<file path="config.mk">
export PLATFORM = sky130hd
export DESIGN_NAME = crush_detector
export DESIGN_NICKNAME = d
export VERILOG_FILES = /design/src/rtl/game_pkg.sv /design/src/rtl/edge_detect.sv /design/src/rtl/crush_detector.sv
export SDC_FILE = /design/constraint.sdc
export NUM_CORES = 1
export LEC_CHECK = 0
export CORE_ASPECT_RATIO = 1.2
export CORE_MARGIN = 2
export CORE_UTILIZATION = 35
export DETAILED_ROUTE_END_ITERATION = 16
export PLACE_DENSITY = 0.53
export SKIP_CTS_REPAIR_TIMING = 1
export SLEW_MARGIN = 20
export SYNTH_ARGS = -nofsm -noshare
export SYNTH_HDL_FRONTEND = slang
export SYNTH_SLANG_ARGS = --single-unit
</file>
<file path="constraint.sdc">
create_clock -name i_clk -period 6 [get_ports i_clk]
set_clock_uncertainty 0.05 [all_clocks]
set_input_delay 1.2 -clock i_clk [delete_from_list [all_inputs] [get_ports i_clk]]
set_output_delay 1.2 -clock i_clk [all_outputs]
set_load 0.02 [all_outputs]
</file>
<file path="src/rtl/game_pkg.sv">
// rtl/game_pkg.sv - shared game state type and timing constants
package game_pkg;

    // Crush FSM states shared by the HUD and game control
    typedef enum logic [1:0] {
        ST_ARMED  = 2'd0,
        ST_PULSE  = 2'd1,
        ST_INVULN = 2'd2,
        ST_DEAD   = 2'd3
    } crush_state_t;

    // Lives count; every block that tracks lives agrees on this value
    localparam int unsigned GAME_MAX_LIVES = 3;

    // Default crush timing
    localparam int unsigned GAME_MIN_OVERLAP   = 16;
    localparam int unsigned GAME_PULSE_CYCLES  = 4;
    localparam int unsigned GAME_INVULN_FRAMES = 90;
    localparam int unsigned GAME_BLINK_FRAMES  = 8;

    // Saturating 16-bit increment used by pixel counters
    function automatic logic [15:0] sat_inc16(input logic [15:0] value);
        return (value == 16'hFFFF) ? value : value + 16'd1;
    endfunction

endpackage

</file>
<file path="src/rtl/edge_detect.sv">
// rtl/edge_detect.sv - registered rising-edge detector
module edge_detect (
    input  logic clk,
    input  logic rst_n,
    input  logic sig,
    output logic rise
);

    logic sig_q;

    // Hold the previous sample so a level change shows up as a one-cycle rise
    always_ff @(posedge clk or negedge rst_n) begin
        if (!rst_n) begin
            sig_q <= 1'b0;
        end else begin
            sig_q <= sig;
        end
    end

    assign rise = sig & ~sig_q;

endmodule

</file>
<file path="src/rtl/crush_detector.sv">
// rtl/crush_detector.sv - per-frame player/obstacle overlap crush detector
module crush_detector
    import game_pkg::*;
#(
    parameter int unsigned MIN_OVERLAP   = GAME_MIN_OVERLAP,
    parameter int unsigned PULSE_CYCLES  = GAME_PULSE_CYCLES,
    parameter int unsigned INVULN_FRAMES = GAME_INVULN_FRAMES,
    parameter int unsigned BLINK_FRAMES  = GAME_BLINK_FRAMES,
    parameter int unsigned MAX_LIVES     = GAME_MAX_LIVES
) (
    input  logic       i_clk,
    input  logic       i_rst_n,
    input  logic       i_v_sync,
    input  logic       i_player_hit,
    input  logic       i_obstacle_hit,
    input  logic       i_enable,
    output logic       o_crushed,
    output logic       o_invuln,
    output logic       o_blink,
    output logic [1:0] o_lives_lost,
    output logic       o_is_dead
);

    logic         frame_edge;
    logic         overlap;
    logic         crush_hit;
    logic [15:0]  overlap_cnt;

    crush_state_t state;
    crush_state_t state_next;
    logic [7:0]   pulse_cnt;
    logic [7:0]   pulse_cnt_next;
    logic [15:0]  frame_cnt;
    logic [15:0]  frame_cnt_next;
    logic [15:0]  blink_cnt;
    logic [15:0]  blink_cnt_next;
    logic         blink_next;
    logic [1:0]   lives_next;

    edge_detect u_vsync_edge (
        .clk   (i_clk),
        .rst_n (i_rst_n),
        .sig   (i_v_sync),
        .rise  (frame_edge)
    );

    assign overlap   = i_player_hit & i_obstacle_hit & i_enable;
    // The total seen here is the finished frame; the edge-cycle pixel goes to the next frame
    assign crush_hit = frame_edge & i_enable & (overlap_cnt >= 16'(MIN_OVERLAP));

    // Per-frame overlap counter: restarts on each frame edge, held at zero while disabled
    always_ff @(posedge i_clk or negedge i_rst_n) begin
        if (!i_rst_n) begin
            overlap_cnt <= 16'd0;
        end else if (frame_edge) begin
            overlap_cnt <= {15'd0, overlap};
        end else if (!i_enable) begin
            overlap_cnt <= 16'd0;
        end else if (overlap) begin
            overlap_cnt <= sat_inc16(overlap_cnt);
        end
    end

    // Next-state and next-counter logic for the crush FSM
    always_comb begin
        state_next     = state;
        pulse_cnt_next = pulse_cnt;
        frame_cnt_next = frame_cnt;
        blink_cnt_next = blink_cnt;
        blink_next     = o_blink;
        lives_next     = o_lives_lost;

        case (state)
            ST_ARMED: begin
                blink_next = 1'b0;
                if (crush_hit) begin
                    state_next     = ST_PULSE;
                    pulse_cnt_next = 8'(PULSE_CYCLES - 1);
                    if (o_lives_lost != 2'(MAX_LIVES)) begin
                        lives_next = o_lives_lost + 2'd1;
                    end
                end
            end

            ST_PULSE: begin
                // Overlap and frame edges are deliberately ignored while the pulse runs
                if (pulse_cnt == 8'd0) begin
                    if (o_lives_lost == 2'(MAX_LIVES)) begin
                        state_next = ST_DEAD;
                    end else begin
                        state_next     = ST_INVULN;
                        frame_cnt_next = 16'(INVULN_FRAMES);
                        blink_cnt_next = 16'd0;
                        blink_next     = 1'b0;
                    end
                end else begin
                    pulse_cnt_next = pulse_cnt - 8'd1;
                end
            end

            ST_INVULN: begin
                if (frame_cnt == 16'd0) begin
                    state_next = ST_ARMED;
                    blink_next = 1'b0;
                end else if (frame_edge) begin
                    frame_cnt_next = frame_cnt - 16'd1;
                    if (frame_cnt == 16'd1) begin
                        // Last invulnerable frame: re-arm without evaluating this edge
                        state_next     = ST_ARMED;
                        blink_next     = 1'b0;
                        blink_cnt_next = 16'd0;
                    end else if (blink_cnt == 16'(BLINK_FRAMES - 1)) begin
                        blink_cnt_next = 16'd0;
                        blink_next     = ~o_blink;
                    end else begin
                        blink_cnt_next = blink_cnt + 16'd1;
                    end
                end
            end

            ST_DEAD: begin
                blink_next = 1'b0;
            end

            default: begin
                state_next = ST_ARMED;
                blink_next = 1'b0;
            end
        endcase
    end

    // State, counters and registered outputs
    always_ff @(posedge i_clk or negedge i_rst_n) begin
        if (!i_rst_n) begin
            state        <= ST_ARMED;
            pulse_cnt    <= 8'd0;
            frame_cnt    <= 16'd0;
            blink_cnt    <= 16'd0;
            o_crushed    <= 1'b0;
            o_invuln     <= 1'b0;
            o_blink      <= 1'b0;
            o_lives_lost <= 2'd0;
            o_is_dead    <= 1'b0;
        end else begin
            state        <= state_next;
            pulse_cnt    <= pulse_cnt_next;
            frame_cnt    <= frame_cnt_next;
            blink_cnt    <= blink_cnt_next;
            o_crushed    <= (state_next == ST_PULSE);
            o_invuln     <= (state_next == ST_INVULN);
            o_blink      <= blink_next & (state_next == ST_INVULN);
            o_lives_lost <= lives_next;
            o_is_dead    <= (state_next == ST_DEAD);
        end
    end

endmodule

</file>
==> results.cfg <==
[yosys]
synth_compound_area_share_pct = 8.58
ys.flop_type = dfrtp_1
seq_area_frac_synth_pct = 45.2
postSynth.asyncResetShare_pct = 100
synth_area_leaders = dfrtp_1, xnor2_1, nor2_1
synth.net_count = 397
synth.mux.area_fraction_pct = 2.08
ys_seq_elements = 65
yosys.area.top_type = dfrtp_1
netlist.area_leader.share_pct = 45.2
yosys_warnings = 0
synth_top_family_by_area = simple AND/OR/NAND/NOR gates
syn_inst = 383
synth.avg_cell_area_sq_um = 9.41
synthAdderAreaFrac_pct = 2.78
yosys.area_share.simple_pct = 31.7
synth_edf_count = 0
synth-xor-area-share_pct = 7.05
synth_area_sq_um = 3600
synth_cell_types = 50

[timing]
period_share_pct = 46.6
timing.fmax_ghz = 0.358
relSlewSlack_pct = 30.9
finalHoldViolCount = 0
post-route-min-period_ps = 2790
finalMaxSlewViolations = 0
setup_viol = 0
tightest_slew_ps = 1030
rsz0062_at_grt = false
final.setup.tns_ps = 0

[floorplanning]
dieArea_sq_um = 11100
fp.dieW_microns = 96.6
core-area_sq_um = 10000
row_count = 40
io_pins = 12
initial_utilization_pct = 36.0
die_h_microns = 115

[setup_path]
slowest_delay_ps = 530
cp-end-kind = register
crit_end = o_lives_lost[1]
required_ps = 6160
cp_top_family = simple AND/OR/NAND/NOR gates
cp_slowest_cell = clkdlybuf4s50_1
critPathLaunch = i_v_sync
cp_cell_sequence = clkdlybuf4s50_1 -> nor2b_1 -> and4_1 -> nor2b_1 -> mux2_1
r2r_end = blink_cnt[12]
cp.depth = 5
path_buf_inv = 1
crit_arrival_ps = 2960
reg2reg_slack_ps = 3550
reg2reg_from = frame_cnt[4]
critPathMaxFanout = 10
r2r_cells = 5
crit_type = input pin to register
start_kind = input pin
cpMostUsedCell = nor2b_1

[clock_network]
cts.sinks = 65
cts_max_level = 3
numCtsBuffers = 9
cts_max_path_buffers = 2
path_clk_slew_ps = 50
tritoncts = done
clk_latency_ps = 330
cts_root_buf = clkbuf_16

[finish]
area_delta_synth_final_pct = 14.5
diodes = 0
regArea_sq_um = 1630
design_area_sq_um = 4120
fill_cells = 1029
multiInputGateArea_sq_um = 1890
fin_nets = 410
drive_above_1_share_pct = 8.23

[power]
seqPwrFrac_pct = 45.7
swShare_pct = 26.3
p_sw_w = 0.000301
power.leakage_nw = 1.66
pwr-share-clk_pct = 44.5
cellInternalPower_w = 0.000845
combPwrFrac_pct = 9.8
p_per_area_nw_per_um2 = 278
peakVddDrop_v = 0.000112

[route]
via_count = 2882
ant_nets = 0
vias_per_cell = 5.47
routedWlPerCell_microns = 15.2
drtPass1Iterations = 4
wirelength_mm = 7.99
drc_errors = 0
drtIter0Drc = 98

[global_routing]
grt_pass1_wl_mm = 14.0
track_usage_pct = 15.4
overflow = 0
grt_max_degree = 66
antenna_found_initial = 0
grt_pass1_vias = 2866

[placed_design]
hpwlAfterDp_mm = 5.36
place_area_sq_um = 3830
portBuffers = 11
gp_congestion = 0.790

[worst_hold_path]
worstHoldPathType = register to register

[run_status]
run_status = finished clean

[flow_run]
max_cap_viol_count = 0
==> per-stage QoR <==
stage	setup slack [ps]	hold WS [ps]	util [%]	power, W	cells
after global placement	2920	431	38.2	0.000640	511
after global routing	3070	467	41.2	0.00121	527
after CTS	3230	450	41.2	0.00116	527
after detailed placement	2880	443	38.3	0.000644	511
after floorplan	3520	407	-	0.000601	383
final	3210	452	41.2	0.00115	527
==> synthesized netlist by cell type, drive strengths merged (5+ instances only) <==
cell	number
xor2	6
nor2	44
o21ai	28
xnor2	23
nor2b	5
ha	8
nand4	13
nand3	26
buf	6
a21oi	8
or4	9
nand2	30
inv	12
nor4	22
nor4b	5
nor3	16
nand2b	5
dfrtp	65
and3	8
==> cell usage in the layout (no fill, tap or decap), drive strengths merged, types with 6 or more instances in the layout <==
cell and count:
o21ai 28, clkbuf 14, and3 8, nor2 44
nand4 13, a21oi 8, nor3 16, dfrtp 65
xnor2 23, or4 9, nand2 30, ha 8
nor4 22, clkdlybuf4s50 10, nand3 26, inv 12
xor2 6
==> how the worst min path moves through the flow <==
stage | depth (start not counted) | end | from | slack [ps]
after CTS | 1 | frame_cnt[7] | frame_cnt[7] | 450
after detailed placement | 1 | frame_cnt[7] | frame_cnt[7] | 440
after global placement | 1 | frame_cnt[7] | frame_cnt[7] | 430
after floorplan | 2 | blink_cnt[1] | blink_cnt[1] | 410
after global routing | 1 | frame_cnt[7] | frame_cnt[7] | 470
final | 1 | frame_cnt[7] | frame_cnt[7] | 450
==> layer usage <==
metal | track usage, % | vias up | part of all wire [%]
met5 | 0 | - | 0
met4 | 7.89 | 0 | 2.2
met3 | 2.37 | 11 | 1.7
met2 | 26.4 | 34 | 49
met1 | 18.9 | 1423 | 47
li1 | - | 1414 | -
==> registers in the layout (all words and copies together) (netlist names), 2 cells and up <==
signal / flops
blink_cnt: 16
overlap_cnt: 16
state: 2
o_lives_lost: 2
frame_cnt: 16
pulse_cnt: 8
==> power by group through the flow <==
stage          Combinational [W]  Sequential, W  Clock, W
5_1_grt                 0.000130       0.000531  0.000545
3_5_place_dp            0.000114       0.000531         0
3_3_place_gp            0.000111       0.000528         0
2_1_floorplan          0.0000826       0.000519         0
4_1_cts                 0.000115       0.000523  0.000523
6_report                0.000112       0.000524  0.000510
==> cell type report <==
class,count,area share [%]
Clock inverter,2,0.243
Multi-Input combinational cell,296,45.8
Tap cell,126,3.82
Timing Repair Buffer,12,2.73
Clock buffer,14,6.89
Sequential cell,65,39.4
Inverter,12,1.09
==> kinds of logic (layout without fill, tap and decap cells) <==
kind of cell / count (synthesis) / in the layout
mux: 7 / 7
xor+xnor: 29 / 29
compound gates: 50 / 50
flops: 65 / 65
fa+ha+maj: 8 / 8
buf+inv: 22 / 40
simple gates: 202 / 202
(Power assumes the default switching activity.)
